File: src/rtl/debounce_pkg.sv
// Shared types for the input debouncer: qualification FSM state encoding.
package debounce_pkg;

    typedef enum logic {
        IDLE    = 1'b0,
        QUALIFY = 1'b1
    } state_t;

endpackage

File: src/rtl/sync_2ff.sv
// Two-flop synchronizer for a single asynchronous bit; 2-edge latency, resets to 0.
// No backpressure; the input is sampled every cycle.
module sync_2ff (
    input  logic clk,
    input  logic rst,
    input  logic d,
    output logic q
);

    logic s1_q, s1_d;
    logic s2_q, s2_d;

    always_comb begin
        s1_d = d;
        s2_d = s1_q;
    end

    always_ff @(posedge clk or posedge rst) begin
        if (rst) begin
            s1_q <= 1'b0;
            s2_q <= 1'b0;
        end else begin
            s1_q <= s1_d;
            s2_q <= s2_d;
        end
    end

    assign q = s2_q;

endmodule

File: src/rtl/input_debouncer.sv
// Debounces a raw input; dout changes DEBOUNCE_CYCLES+2 edges after a clean din edge.
// No backpressure. Rise/fall pulse outputs are built only with DEBOUNCE_PULSE_EN defined.
module input_debouncer
    import debounce_pkg::*;
#(
    parameter int unsigned DEBOUNCE_CYCLES = 16
) (
    input  logic clk,
    input  logic rst,
    input  logic din,
    output logic dout,
    output logic rise,
    output logic fall,
    output logic busy
);

    localparam int unsigned CNT_W = $clog2(DEBOUNCE_CYCLES + 1);
    localparam logic [CNT_W-1:0] CNT_LAST = CNT_W'(DEBOUNCE_CYCLES - 1);
    localparam logic [CNT_W-1:0] CNT_ONE  = CNT_W'(1);

    logic             din_s;
    state_t           state_q, state_d;
    logic [CNT_W-1:0] cnt_q, cnt_d;
    logic             dout_q, dout_d;
    logic             busy_q, busy_d;

    sync_2ff u_sync (
        .clk (clk),
        .rst (rst),
        .d   (din),
        .q   (din_s)
    );

    always_comb begin
        state_d = state_q;
        cnt_d   = cnt_q;
        dout_d  = dout_q;
        case (state_q)
            IDLE: begin
                if (din_s != dout_q) begin
                    // With a one-cycle window the first differing edge already qualifies.
                    if (CNT_LAST == '0) begin
                        dout_d = ~dout_q;
                    end else begin
                        state_d = QUALIFY;
                        cnt_d   = CNT_ONE;
                    end
                end
            end
            QUALIFY: begin
                if (din_s == dout_q) begin
                    state_d = IDLE;
                    cnt_d   = '0;
                end else if (cnt_q == CNT_LAST) begin
                    dout_d  = ~dout_q;
                    state_d = IDLE;
                    cnt_d   = '0;
                end else begin
                    cnt_d = cnt_q + CNT_ONE;
                end
            end
            default: begin
                state_d = IDLE;
                cnt_d   = '0;
            end
        endcase
        busy_d = (state_d == QUALIFY);
    end

    always_ff @(posedge clk or posedge rst) begin
        if (rst) begin
            state_q <= IDLE;
            cnt_q   <= '0;
            dout_q  <= 1'b0;
            busy_q  <= 1'b0;
        end else begin
            state_q <= state_d;
            cnt_q   <= cnt_d;
            dout_q  <= dout_d;
            busy_q  <= busy_d;
        end
    end

    assign dout = dout_q;
    assign busy = busy_q;

`ifdef DEBOUNCE_PULSE_EN
    logic rise_q, rise_d;
    logic fall_q, fall_d;

    // Pulses are registered alongside dout so they line up with its new value.
    always_comb begin
        rise_d = dout_d & ~dout_q;
        fall_d = ~dout_d & dout_q;
    end

    always_ff @(posedge clk or posedge rst) begin
        if (rst) begin
            rise_q <= 1'b0;
            fall_q <= 1'b0;
        end else begin
            rise_q <= rise_d;
            fall_q <= fall_d;
        end
    end

    assign rise = rise_q;
    assign fall = fall_q;
`else
    assign rise = 1'b0;
    assign fall = 1'b0;
`endif

endmodule

File: config.mk
export PLATFORM = sky130hd
export DESIGN_NAME = input_debouncer
export DESIGN_NICKNAME = d
export VERILOG_FILES = /design/src/rtl/debounce_pkg.sv /design/src/rtl/sync_2ff.sv /design/src/rtl/input_debouncer.sv
export SDC_FILE = /design/constraint.sdc
export NUM_CORES = 1
export LEC_CHECK = 0
export BUFFER_PORTS_ARGS = -buffer_cell sky130_fd_sc_hd__buf_2
export CORE_AREA = 2 2 39 41
export DETAILED_ROUTE_END_ITERATION = 8
export DIE_AREA = 0 0 41 43
export GPL_TIMING_DRIVEN = 0
export PLACE_DENSITY = 0.61
export SLEW_MARGIN = 5
export SYNTH_ARGS = -nofsm -noshare
export SYNTH_HDL_FRONTEND = slang
export SYNTH_SLANG_ARGS = --single-unit
File: constraint.sdc
create_clock -name clk -period 2.2 [get_ports clk]
set_input_delay 0.44 -clock clk [delete_from_list [all_inputs] [get_ports clk]]
set_output_delay 0.44 -clock clk [all_outputs]
set_load 0.01 [all_outputs]
**Word level (Yosys, flattened, before mapping)**

Index checks and enable logic that the tools add are counted.

- Bits in registers: 9
- Bits of input ports: 3
- Output and inout port bits: 4
- Logic and storage cells: 22

- Add/sub/neg operators: 1
- Eq/ne operators: 4
- Multiplexer cells: 8
- Bitwise gates (word level): 3
- Reduce and logical (&&, ||, !) cells: 1

Operators by type and width:

| cell | count |
|---|---|
| $mux 5 | 3 |
| $pmux 5 s2 | 1 |
| $add 5x1->5 const B | 1 |
| $eq 5x4->1 const B | 1 |
| $mux 1 | 3 |
| $not 1->1 | 3 |
| $reduce_and 3->1 | 1 |
| $ne 2x2->1 const B | 1 |
| $pmux 1 s2 | 1 |
| $eq 1x1->1 | 1 |
| $ne 1x1->1 | 1 |

**Longest topological paths before layout**

Gate-level depths: netlist of run 1.

- Word-level depth: 4
- Depth in mapped cells: 4
- Mapped depth without buffers: 4

**Hierarchy**

Synthesis of run 1 repeated with hierarchy kept, for this count alone.

- Cells, all modules: 42
- Area total of the unflattened synthesis: 444.2 um2

By module, submodules not included:

| module | instances | cells each | area an instance (um2) | sequential area each (um2) |
|---|---|---|---|---|
| input_debouncer | 1 | 39 | 390.4 | 175.2 |
| sync_2ff | 1 | 3 | 53.8 | 50.0 |

**Least setup slack after synthesis of run 1**

OpenSTA, ideal clock, no wires.

- Kind: register to register
- From: reg cnt_q[0]
- To: reg dout_q (netlist: dout)
- Setup time: 0.125 ns
- Data arrival time: 1.205 ns
- Data required time: 2.075 ns
- Slack: 0.870 ns
- Cell stages (with the launch flop): 5
- Buffers on the path: 0
- Clock period less this slack: 1.330 ns
- Path through: dfrtp_1 > ha_1 > and4b_1 > nand2_1 > mux2_2

- Cells in the longest elaborated chain, start to end: 2

Ends and longest elaborated chain:

| item | RTL line | RTL |
|---|---|---|
| from (decl) | input_debouncer.sv:23 | `logic [CNT_W-1:0] cnt_q, cnt_d;` |
| from (signal assigned) | input_debouncer.sv:78 | `cnt_q <= cnt_d;` |
| $eq 5x4->1 | input_debouncer.sv:54 | `end else if (cnt_q == CNT_LAST) begin` |
| $reduce_and 3->1 (no line) | n/a |  |
| to (signal assigned) | input_debouncer.sv:79 | `dout_q <= dout_d;` |
| to (decl) | input_debouncer.sv:24 | `logic dout_q, dout_d;` |

No other way between the ends.
A chain may end at the register's enable or synchronous reset.

**Worst setup path in the final report of run 1**

- From: reg dout_q (netlist: dout)
- To: reg cnt_q[4]

- Cells in the longest elaborated chain, start to end: 3
- Elaborated cells between the ends (all ways): 5
- Classes of those cells: eq/ne: 3; mux: 2

Ends and longest elaborated chain:

| item | RTL line | RTL |
|---|---|---|
| $eq 1x1->1 | input_debouncer.sv:51 | `if (din_s == dout_q) begin` |
| $mux 5 | input_debouncer.sv:51 |  |
| $pmux 5 s2 | input_debouncer.sv:38 | `case (state_q)` |

Parallel ways exist; a longest one is shown, timed or not.

==> results.json, run 1 <==
{
  "synthesis.area_um2": 440.4,
  "syn_to_final_growth_pct": 15.91,
  "crit_arrival_ns": 1.57,
  "boundaryPins": 7,
  "groute.usage.overall_pct": 10.18,
  "syn_avg_cell_area_um2": 10.74,
  "hold_violations": 0,
  "synth_top_family_by_area": "simple AND/OR/NAND/NOR gates",
  "synth_area_leader_cell": "dfrtp_1",
  "synth_warnings": 0,
  "synth-xor-area-share_pct": 3.977,
  "synthMuxAreaShare_pct": 2.557,
  "crit_required_ns": 2.35,
  "die_y_um": 43,
  "gp_congestion": 0.7347,
  "core_um2": 1384,
  "h-tree-depth": 1,
  "synth-edff-count": 0,
  "power_density_nw_per_um2": 676.5,
  "internal_power_uw": 259.9,
  "final.period_utilization_pct": 64.59,
  "ctsResizeCount": 0,
  "switchingPower_uw": 85.52,
  "final_layout_size_suffix_gt1_share_pct": 24.00,
  "antenna_found_initial": 0,
  "synth_most_common_cell": "dfrtp_1",
  "start_kind": "flip-flop",
  "nets": 55,
  "numClockSinks": 9,
  "gr-total-overflow": 0,
  "fin_skew_ns": 0.002012,
  "power_frac_comb_pct": 10.2,
  "drv_cap": 0,
  "wire_per_inst_um": 10.97,
  "r2r_slack_ns": 0.78,
  "synth_ff_type": "dfrtp_1",
  "hp-class": "input pin to asynchronous set/reset pin",
  "num_vias": 323,
  "fmax_mhz": 703.8,
  "crit_end": "cnt_q[4]",
  "clkTransAtPathRegs_ns": 0.06,
  "post_cts_buffers": 0,
  "fp.dieArea_um2": 1763,
  "cp-end-kind": "flip-flop",
  "sequentialPowerShare_pct": 53.2,
  "async_flop_share_pct": 100.0,
  "leakagePower_nw": 0.2325,
  "totalWireLength_um": 724,
  "antenna_cells": 0,
  "ys_types": 24,
  "clockPowerShare_pct": 36.6,
  "drc": 0,
  "ir_drop_mv": 0.3132,
  "cts.path.max_buffers": 2,
  "fillers": 142,
  "portBuffers": 4,
  "grt_pass1_vias": 274,
  "die_x_um": 41,
  "slew_violations": 0,
  "slew_headroom_pct": 57.69,
  "status": "finished, final reports clean",
  "row_count": 14,
  "worstRegToRegCells": 3,
  "startpoint": "dout",
  "final_util_pct": 36.89,
  "worst_pin_slew_ns": 0.6325,
  "tritoncts": "yes",
  "reg2reg_to": "cnt_q[4]",
  "synthTopCellsByCount": "9 x dfrtp_1, 3 x inv_1, 3 x nand2_1",
  "netlist.area_leader.share_pct": 51.14,
  "grt_pass1_wl_mm": 1.193,
  "synth_seq_cells": 9,
  "numCtsBuffers": 3,
  "ys_top_cells_by_area": "dfrtp_1 51%, nand4b_1 4.0%, buf_4 3.4%",
  "synthAdderAreaFrac_pct": 2.841,
  "fin_tns_setup_ns": 0,
  "yosys.area_share.simple_pct": 20.45,
  "clock_latency_ns": 0.26,
  "grt_max_degree": 11,
  "drtPass1Iterations": 4,
  "cts-root-buf": "clkbuf_4",
  "rsz0062_at_grt": "false",
  "viasPerCell": 4.894,
  "path_max_fanout": 9,
  "start_util_pct": 31.83,
  "drt_iter0_markers": 2,
  "setup_viol": 0,
  "criticalPathCategory": "flip-flop to flip-flop",
  "final_antenna_net_count": 0,
  "swShare_pct": 24.76,
  "ys_seq_area_share_pct": 51.14,
  "syn-instance-count": 41,
  "synth_compound_area_share_pct": 11.36,
  "holdBufCountCts": 0,
  "dp_hpwl_um": 508.6,
  "r2r-start": "dout",
  "period_minus_slack_ns": 1.421
}
==> registers in the layout (all words and copies together) (netlist names) <==
register     cells
busy             1
cnt_q            5
dout             1
u_sync.q         1
u_sync.s1_q      1
==> cells in the final DEF (no fill, tap or decap) <==
cell	count
nand4b_1	2
buf_4	2
xnor2_1	1
o2bb2ai_1	1
inv_1	3
buf_2	4
o311ai_0	1
nand4_1	2
nand2_1	3
o21ai_0	1
o21a_1	2
conb_1	2
o211ai_1	1
clkbuf_4	3
dfrtp_1	9
and4b_1	1
nor2_1	1
xor2_1	1
nand3_1	2
ha_1	1
or4b_1	1
and3_2	1
mux2_2	1
a21oi_1	1
clkbuf_1	2
or3_2	1
==> power by group through the flow <==
stage	Clock, mW	Sequential (mW)	Combinational, mW
final	0.126	0.184	0.0352
after global routing	0.139	0.185	0.0403
after CTS	0.132	0.184	0.0359
after detailed placement	0	0.186	0.0355
after global placement	0	0.185	0.0341
after floorplan	0	0.185	0.0270
==> cell families after synthesis <==
| family | Yosys count |
|---|---|
| AOI/OAI and AO/OA | 7 |
| xor gates and xnor gates | 2 |
| adders and majority gates | 1 |
| buffers and inverters | 6 |
| DFF | 9 |
| muxes | 1 |
| other | 1 |
| and+or+nand+nor | 14 |
==> routing by layer <==
layer	vias up	part of all wire [%]	track usage [%]
met5	-	0	0
met4	0	2.1	6.000
met3	2	5.8	1.571
met2	11	46	14.37
met1	149	46	14.14
li1	161	-	-
==> through the flow <==
| stage | area, um2 | instances | hold slack, ns | total power [mW] | worst slack, ns |
|---|---|---|---|---|---|
| detailed placement | 484.2 | 62 | 0.3465 | 0.2215 | 0.8019 |
| CTS | 510.5 | 66 | 0.1346 | 0.3513 | 0.7845 |
| finish | 510.5 | 66 | 0.1217 | 0.3454 | 0.7791 |
| global route | 510.5 | 66 | 0.1539 | 0.3646 | 0.6576 |
| floorplan | 444.2 | 42 | 0.2679 | 0.2116 | 0.8699 |
| global placement | 484.2 | 62 | 0.3316 | 0.2196 | 0.8136 |
==> worst min-delay path by stage <==
stage | depth (start not counted) | slack (ns) | endpoint
6_report | 2 | 0.12 | cnt_q[0]
5_1_grt | 2 | 0.15 | cnt_q[1]
4_1_cts | 2 | 0.13 | cnt_q[1]
3_5_place_dp | 0 | 0.35 | u_sync.q
3_3_place_gp | 0 | 0.33 | u_sync.q
2_1_floorplan | 1 | 0.27 | busy
==> layout make-up <==
type / instances / area [um2] / area share [%]
plain buffers: 3 / 18.77 / 3.676
flip-flops and latches: 9 / 225.2 / 44.12
repair buffers: 4 / 20.02 / 3.922
well taps: 16 / 20.02 / 3.922
clock buffers: 4 / 26.28 / 5.147
multi-input cells: 27 / 188.9 / 37.01
inverters: 3 / 11.26 / 2.206
==> critical path: stages, from the launching register on <==
cell and delay [ns]:
dfrtp_1 0.41, xor2_1 0.54, nor2_1 0.13, o21a_1 0.22
Note: power is estimated with default switching activity, not from simulation.
==> inputs of run 2 (changes only) <==
--- a/config.mk
+++ b/config.mk
@@ -10,7 +10,7 @@
 export DETAILED_ROUTE_END_ITERATION = 8
 export DIE_AREA = 0 0 41 43
 export GPL_TIMING_DRIVEN = 0
-export PLACE_DENSITY = 0.61
+export PLACE_DENSITY = 0.63
 export SLEW_MARGIN = 5
 export SYNTH_ARGS = -nofsm -noshare
 export SYNTH_HDL_FRONTEND = slang
==> constraint.sdc (replaced) <==
create_clock -name clk -period 1.3 [get_ports clk]
set_input_delay 0.26 -clock clk [delete_from_list [all_inputs] [get_ports clk]]
set_output_delay 0.26 -clock clk [all_outputs]
set_load 0.01 [all_outputs]
==> run 2 against run 1 <==
Clock skew is 0.0013 ns lower. Global-route usage is 1.3 points higher. Critical path depth is 1 higher. Cell count is 7.6% higher. Wire length is 11% higher. Sequential power is 69% higher. Maximum frequency is 11% higher. Critical endpoint is now dout. First-iteration DRC count is 100% lower. Cell area is 17% higher. Combinational power is 150% higher. Count of clock-buffer cells in the layout stayed put.
==> results.json, run 2 (same netlist as run 1, synthesis figures left out) <==
{
  "ir_drop_mv": 0.4713,
  "cp.depth": 4,
  "worstRegToRegCells": 4,
  "final_antenna_net_count": 0,
  "setup_viol": 0,
  "die_x_um": 41,
  "drtPass1Iterations": 1,
  "worst_path_max_delay_cell": "dfrtp_1",
  "grt_max_degree": 11,
  "row_count": 14,
  "portBuffers": 4,
  "clock_latency_ns": 0.26,
  "fp.dieArea_um2": 1763,
  "totalWireLength_um": 803,
  "largest_register": "cnt_q",
  "gp_congestion": 0.7086,
  "crit_required_ns": 1.44,
  "tritoncts": "yes",
  "viasPerCell": 4.901,
  "max_stage_delay_ns": 0.40,
  "finalPower_uw": 610.8,
  "slew_violations": 0,
  "cts.path.max_buffers": 2,
  "final_cell_mix": "7 x dfrtp_1, 5 x buf_4, 4 x buf_2",
  "setup_slack_ns": 0.01707,
  "preCtsSetupSlack_ns": -0.05739,
  "finalNonFillerCells": 71,
  "numClockSinks": 9,
  "syn_to_final_growth_pct": 36.08,
  "clkTransAtPathRegs_ns": 0.06,
  "nets": 60,
  "boundaryPins": 7,
  "whs_path_depth": 1,
  "path_buf_inv": 0,
  "drc": 0,
  "power_density_nw_per_um2": 1019,
  "holdWs_ns": 0.1062,
  "numCtsBuffers": 3,
  "dpl.cell_count": 62,
  "groute.usage.overall_pct": 11.51,
  "rsz0062_at_grt": "true",
  "criticalPathCategory": "flip-flop to flip-flop",
  "path_max_fanout": 3,
  "cp-end-kind": "flip-flop",
  "path_cells": "ha_2 > and4b_1 > nand2_1 > mux2_4",
  "fmax_mhz": 779.5,
  "final.period_utilization_pct": 98.69,
  "fillers": 137,
  "antenna_found_initial": 0,
  "gr-total-overflow": 0,
  "wire_per_inst_um": 11.31,
  "crit_arrival_ns": 1.43,
  "status": "finished, final reports clean",
  "h-tree-depth": 1,
  "period_minus_slack_ns": 1.283,
  "leakagePower_nw": 0.2691,
  "final_layout_size_suffix_gt1_share_pct": 40.00,
  "hp-class": "input pin to flip-flop",
  "cts-root-buf": "clkbuf_4",
  "num_vias": 348,
  "final_util_pct": 43.31,
  "start_kind": "flip-flop",
  "core_um2": 1384,
  "drv_cap": 0,
  "antenna_cells": 0,
  "cp_top_family": "flip-flops",
  "hold_violations": 0,
  "start_util_pct": 31.83,
  "drt_iter0_markers": 0,
  "fin_skew_ns": 0.0007620,
  "grt_pass1_wl_mm": 1.290,
  "largest_register_ffs": 5,
  "die_y_um": 43,
  "grt_pass1_vias": 330,
  "mostFrequentLayoutCell": "dfrtp_1"
}
## run 2: through the flow
| stage | area (um2) | setup TNS, ns |
|---|---|---|
| after global placement | 486.7 | -0.1966 |
| after CTS | 545.5 | -0.02302 |
| after global routing | 599.3 | -0.04337 |
| after detailed placement | 486.7 | -0.1634 |
| after floorplan | 446.7 | 0 |
| final | 599.3 | 0 |
## run 2: power by group
part	total, mW	internal (mW)	switching [mW]
logic	0.0866	0.0470	0.0396
clock network	0.213	0.118	0.0948
registers	0.311	0.296	0.0154
## run 2: what timing repair did
| action | 4_1_cts | 5_1_grt |
|---|---|---|
| setup buffers | 2 | 2 |
| hold buffers | 1 | 0 |
| hold endpoints to repair | 9 | 0 |
| gates resized for setup | 1 | 7 |
| pin swaps | 0 | 5 |
| setup endpoints to repair | 5 | 2 |
## run 2: worst register-to-register path: cells and delay by family, from the launching register on
family	cells	cell delay, ns
flip-flops	1	0.40
AND/OR/NAND/NOR	2	0.29
multiplexers	1	0.29
adder cells (fa/ha/maj)	1	0.19
## run 2: per-layer routing
layer,global-route usage [%],share of wire [%]
met1,14.14,47
met2,15.63,46
met3,4.712,3.4
met4,8.000,3.2
met5,0,0
## run 2: final cells by class
type,instances,area [um2],area share [%]
Sequential cell,9,227.7,38.00
Buffer,3,20.02,3.340
Clock buffer,4,26.28,4.384
Tap cell,16,20.02,3.340
Multi-Input combinational cell,27,221.5,36.95
Timing Repair Buffer,9,72.57,12.11
Inverter,3,11.26,1.879
## run 2: path summary, 6_finish.rpt
| path | start | slack, ns | to |
|---|---|---|---|
| min | din | 0.11 | u_sync.s1_q |
| min reg2reg | u_sync.s1_q | 0.35 | u_sync.q |
| max | cnt_q[1] | 0.02 | dout |
| min in group asynchronous | rst | 0.50 | cnt_q[4] |
| max in group asynchronous | rst | 0.53 | dout |
| max reg2reg | cnt_q[1] | 0.02 | dout |
